File: config.mk
export PLATFORM = sky130hd
export DESIGN_NAME = sub_serial
export DESIGN_NICKNAME = d
export VERILOG_FILES = /design/src/rtl/sub_serial_pkg.sv /design/src/rtl/sub_serial_fsub1.sv /design/src/rtl/sub_serial.sv
export SDC_FILE = /design/constraint.sdc
export NUM_CORES = 1
export LEC_CHECK = 0
export CORE_MARGIN = 8
export CORE_UTILIZATION = 54
export CTS_BUF_LIST = sky130_fd_sc_hd__clkbuf_4 sky130_fd_sc_hd__clkbuf_8
export DETAILED_ROUTE_END_ITERATION = 8
export MAX_ROUTING_LAYER = met4
export PLACE_DENSITY_LB_ADDON = 0.2
export RECOVER_POWER = 100
export SYNTH_ARGS = -nofsm -noshare
export SYNTH_HDL_FRONTEND = slang
export SYNTH_SLANG_ARGS = --single-unit
File: constraint.sdc
create_clock -name clk -period 1.6 [get_ports clk]
set_input_delay 0.4 -clock clk [delete_from_list [all_inputs] [get_ports clk]]
set_output_delay 0.4 -clock clk [all_outputs]
set_load 0.005 [all_outputs]
File: src/rtl/sub_serial_pkg.sv
// Shared types and defaults for the bit-serial subtractor.
package sub_serial_pkg;

    // Controller states: waiting, shifting one bit per clock, result pulse.
    typedef enum logic [1:0] {
        ST_IDLE  = 2'd0,
        ST_SHIFT = 2'd1,
        ST_DONE  = 2'd2
    } state_e;

    localparam int SUB_WIDTH_DEFAULT = 4;

endpackage

File: src/rtl/sub_serial_fsub1.sv
// Combinational 1-bit full subtractor: d = x - y - bin, bout = borrow out.
module fsub1 (
    input  logic x,
    input  logic y,
    input  logic bin,
    output logic d,
    output logic bout
);

    // Difference is the 3-way parity; borrow when y (plus incoming borrow) exceeds x.
    always_comb begin
        d    = x ^ y ^ bin;
        bout = (~x & y) | (~(x ^ y) & bin);
    end

endmodule

File: src/rtl/sub_serial.sv
// Bit-serial subtractor: a - b, LSB first, one bit per clock, start/busy/done handshake.
module sub_serial
    import sub_serial_pkg::*;
#(
    parameter int WIDTH = SUB_WIDTH_DEFAULT
) (
    input  logic             clk,
    input  logic             rst,
    input  logic             start,
    input  logic [WIDTH-1:0] a,
    input  logic [WIDTH-1:0] b,
    output logic             busy,
    output logic             done,
    output logic [WIDTH-1:0] diff,
    output logic             borrow,
    output logic             zero
);

    localparam int CW = (WIDTH > 1) ? $clog2(WIDTH) : 1;

    state_e           state_q, state_d;
    logic [WIDTH-1:0] ar_q, ar_d;
    logic [WIDTH-1:0] br_q, br_d;
    logic [WIDTH-1:0] dr_q, dr_d;
    logic             bw_q, bw_d;
    logic [CW-1:0]    cnt_q, cnt_d;
    logic             busy_q, busy_d;
    logic             done_q, done_d;
    logic [WIDTH-1:0] diff_q, diff_d;
    logic             borrow_q, borrow_d;
    logic             zero_q, zero_d;

    logic             bit_d;
    logic             bit_bout;
    logic [WIDTH-1:0] dr_shift;

    fsub1 u_fsub1 (
        .x    (ar_q[0]),
        .y    (br_q[0]),
        .bin  (bw_q),
        .d    (bit_d),
        .bout (bit_bout)
    );

    // New difference bit enters at the MSB; written as a shift so WIDTH=1 needs no special case.
    always_comb begin
        dr_shift = (dr_q >> 1) | (WIDTH'(bit_d) << (WIDTH - 1));
    end

    // Next-state and datapath; results are committed only on the last shift edge.
    always_comb begin
        state_d  = state_q;
        ar_d     = ar_q;
        br_d     = br_q;
        dr_d     = dr_q;
        bw_d     = bw_q;
        cnt_d    = cnt_q;
        diff_d   = diff_q;
        borrow_d = borrow_q;
        zero_d   = zero_q;
        case (state_q)
            ST_IDLE, ST_DONE: begin
                if (start) begin
                    ar_d    = a;
                    br_d    = b;
                    bw_d    = 1'b0;
                    cnt_d   = '0;
                    state_d = ST_SHIFT;
                end else begin
                    state_d = ST_IDLE;
                end
            end
            ST_SHIFT: begin
                bw_d  = bit_bout;
                dr_d  = dr_shift;
                ar_d  = ar_q >> 1;
                br_d  = br_q >> 1;
                cnt_d = cnt_q + 1'b1;
                if (cnt_q == CW'(WIDTH - 1)) begin
                    state_d  = ST_DONE;
                    diff_d   = dr_shift;
                    borrow_d = bit_bout;
                    zero_d   = (dr_shift == '0);
                end
            end
            default: state_d = ST_IDLE;
        endcase
        // Handshake outputs are registered copies of the state being entered.
        busy_d = (state_d == ST_SHIFT);
        done_d = (state_d == ST_DONE);
    end

    // State and output registers; reset abandons any in-flight operation.
    always_ff @(posedge clk or posedge rst) begin
        if (rst) begin
            state_q  <= ST_IDLE;
            ar_q     <= '0;
            br_q     <= '0;
            dr_q     <= '0;
            bw_q     <= 1'b0;
            cnt_q    <= '0;
            busy_q   <= 1'b0;
            done_q   <= 1'b0;
            diff_q   <= '0;
            borrow_q <= 1'b0;
            zero_q   <= 1'b0;
        end else begin
            state_q  <= state_d;
            ar_q     <= ar_d;
            br_q     <= br_d;
            dr_q     <= dr_d;
            bw_q     <= bw_d;
            cnt_q    <= cnt_d;
            busy_q   <= busy_d;
            done_q   <= done_d;
            diff_q   <= diff_d;
            borrow_q <= borrow_d;
            zero_q   <= zero_d;
        end
    end

    assign busy   = busy_q;
    assign done   = done_q;
    assign diff   = diff_q;
    assign borrow = borrow_q;
    assign zero   = zero_q;

endmodule

==> results.ini <==
[cts]
cts_tree=built
clock-sinks=24
clk_latency_ns=0.31
cts_buffers=3
htreeDepth=1
cts-root-buf=clkbuf_4
clk_pin_slew_ns=0.12
hold_buffers=0
clock_path_buffers=2

[floorplan]
die_height_um=62.1
io_pins=19
fp-row-count=16
initial_utilization_pct=58.0
core_area_um2=1980
dieArea_um2=3860
die_x_um=62.1

[synthesis]
ys_types=25
ys_seq_area_share_pct=52.3
avgSynthCellArea_um2=13.2
synth_edf_count=0
syn-instance-count=87
syn_nets=100
synthArstFlopShare_pct=100
synth_area_um2=1150
synth_warnings=0
synth_top_flop_cell=dfrtp_1
synth_seq_cells=24

[global_routing]
grt_start_max_net_pins=25
met3_usage_pct=3.41
grt_pass1_vias=811
grtUsageTotal_pct=11.8
antenna_found_initial=0
met1_usage_pct=14.0
grt_pass1_wl_um=3640
top_usage_layer=met2
grt_overflow=0
grt_use_met2_pct=17.2

[worst_setup_path]
cp_slowest_cell=clkdlybuf4s50_1
required_ns=1.20
ff2ff_path_depth=3
start_kind=flop
path_cells=clkdlybuf4s50_1
endpoint_kind=output port
crit_family=buffers and inverters
worst-path-stages=1
critical_path_buf_inv_count=1
worstPathArrival_ns=1.13
max_stage_delay_ns=0.49
crit_type=reg -> out
path_max_fanout=1

[drt]
drt-total-wl_um=2080
ant_nets=0
wire_per_inst_um=14.7
dr.pass1.iters=4
drtIter0Drc=19
drc=0
vias_per_cell=5.38
num_vias=758

[sta]
final-setup-viol-count=0
setup_tns_ns=0
hold_violations=0
maxSlewHeadroom_pct=61.1
fin_skew_ns=0.00472
rsz0062_at_grt=no
worst_slew_pin_slew_ns=0.583
report.final.slew_viol_count=0
fin_crit_ns=1.53
fin_hold_ws_ns=0.507
fin_crit_sh_pct=95.8
max_freq_mhz=652

[final_layout]
fin_util_pct=71.1
layout-drive-gt1-share_pct=16.7
fillers=138
layout.nets=128
syn_to_final_growth_pct=22.8
antenna_cells=0

[placement]
gp_congestion=0.754
io_buffers=18
dp_hpwl_um=1500

[power_and_ir_drop]
p_per_area_nw_per_um2=1810
p_leak_nw=0.668
peakVddDrop_v=0.00120
power_mw=2.55

[min_path]
min_path_cells=1
hp-class=reg -> reg

[job]
cap_viol_max_count=0

[status]
status=completed

[layout by cell type, fill, tap and decap left out, types with 2 or more instances in the layout]
cell             netlist  final
dfrtp_1               24     24
mux2_1                 0      6
inv_1                  9      9
clkdlybuf4s25_1        0      6
mux2_2                 3      3
a311oi_1               4      4
buf_4                  1      7
clkdlybuf4s50_1        0      9
dlygate4sd3_1          0      2
nor3b_1                8      8
a22o_1                 2      2
nand2b_1               3      4
clkbuf_2               0      2
clkbuf_4               0      3
o21ai_0                3      3
mux2i_1                8      8
[sequential cells by signal, indices dropped and copies added (netlist names)]
signal   count
dr_q         3
cnt_q        2
busy         1
borrow       1
br_q         4
diff         4
bw_q         1
zero         1
ar_q         4
done         1
state_q      2
[cells in the mapped netlist (all sizes together), types with 2 or more instances]
master   n  area share [%]
a22o     2             1.5
buf      5             3.5
o21ai    3             1.3
nand2b   4             2.8
nor3b    8             5.2
a311oi   4             3.0
inv      9             2.9
mux2     9              11
mux2i    8             7.0
dfrtp   24              52
[layout make-up]
class | instances | area [µm²] | area share, %
multi-input cells | 49 | 444 | 31.5
repair buffers | 28 | 262 | 18.5
well taps | 27 | 33.8 | 2.40
clock buffers | 4 | 36.3 | 2.57
inverters | 9 | 33.8 | 2.40
flip-flops and latches | 24 | 601 | 42.6
[cells by family (layout without fill, tap and decap cells)]
group	count (synthesis)	after routing	share of synthesized area [%]
simple gates	18	18	12.4
fa+ha+maj	2	2	2.83
flops	24	24	52.3
mux	17	17	17.8
xor+xnor	1	1	0.763
compound gates	11	11	7.52
buf+inv	14	41	6.43
[per-stage QoR]
step	instances	cell area (µm²)	setup WS [ns]
finish	141	1410	0.0674
global route	141	1410	0.00685
detailed placement	131	1370	0.0815
global placement	131	1370	0.112
floorplan	87	1150	0.263
CTS	137	1420	0.00613
[path summary, 6_finish.rpt]
kind / startpoint / end / slack, ns
setup / recovery: done / done / 0.07
hold / removal: diff[3] / diff[3] / 0.51
setup reg to reg: state_q[0] / ar_q[3] / 0.14
hold reg to reg: diff[3] / diff[3] / 0.51
max in group asynchronous: rst / borrow / 0.55
min in group asynchronous: rst / br_q[1] / 0.67
[power breakdown]
part	total (mW)	internal, mW	leakage [nW]	switching, mW
combinational	1.13	0.676	0.353	0.454
clock	0.311	0.139	0.0210	0.173
sequential	1.11	0.891	0.294	0.220
total	2.55	1.71	0.668	0.846
[layer usage]
metal  part of all wire (%)  up-vias
met5                      0        -
met4                    2.6        0
met3                    3.6        6
met2                     47       15
met1                     47      376
li1                       -      361
[repair_timing]
item / CTS / global route
buffers inserted: 2 / 4
endpoints found under the hold margin: 0 / 0
endpoints found under the setup margin: 3 / 6
resized for setup: 1 / 6
No activity file was read; power rests on OpenSTA's default activity.
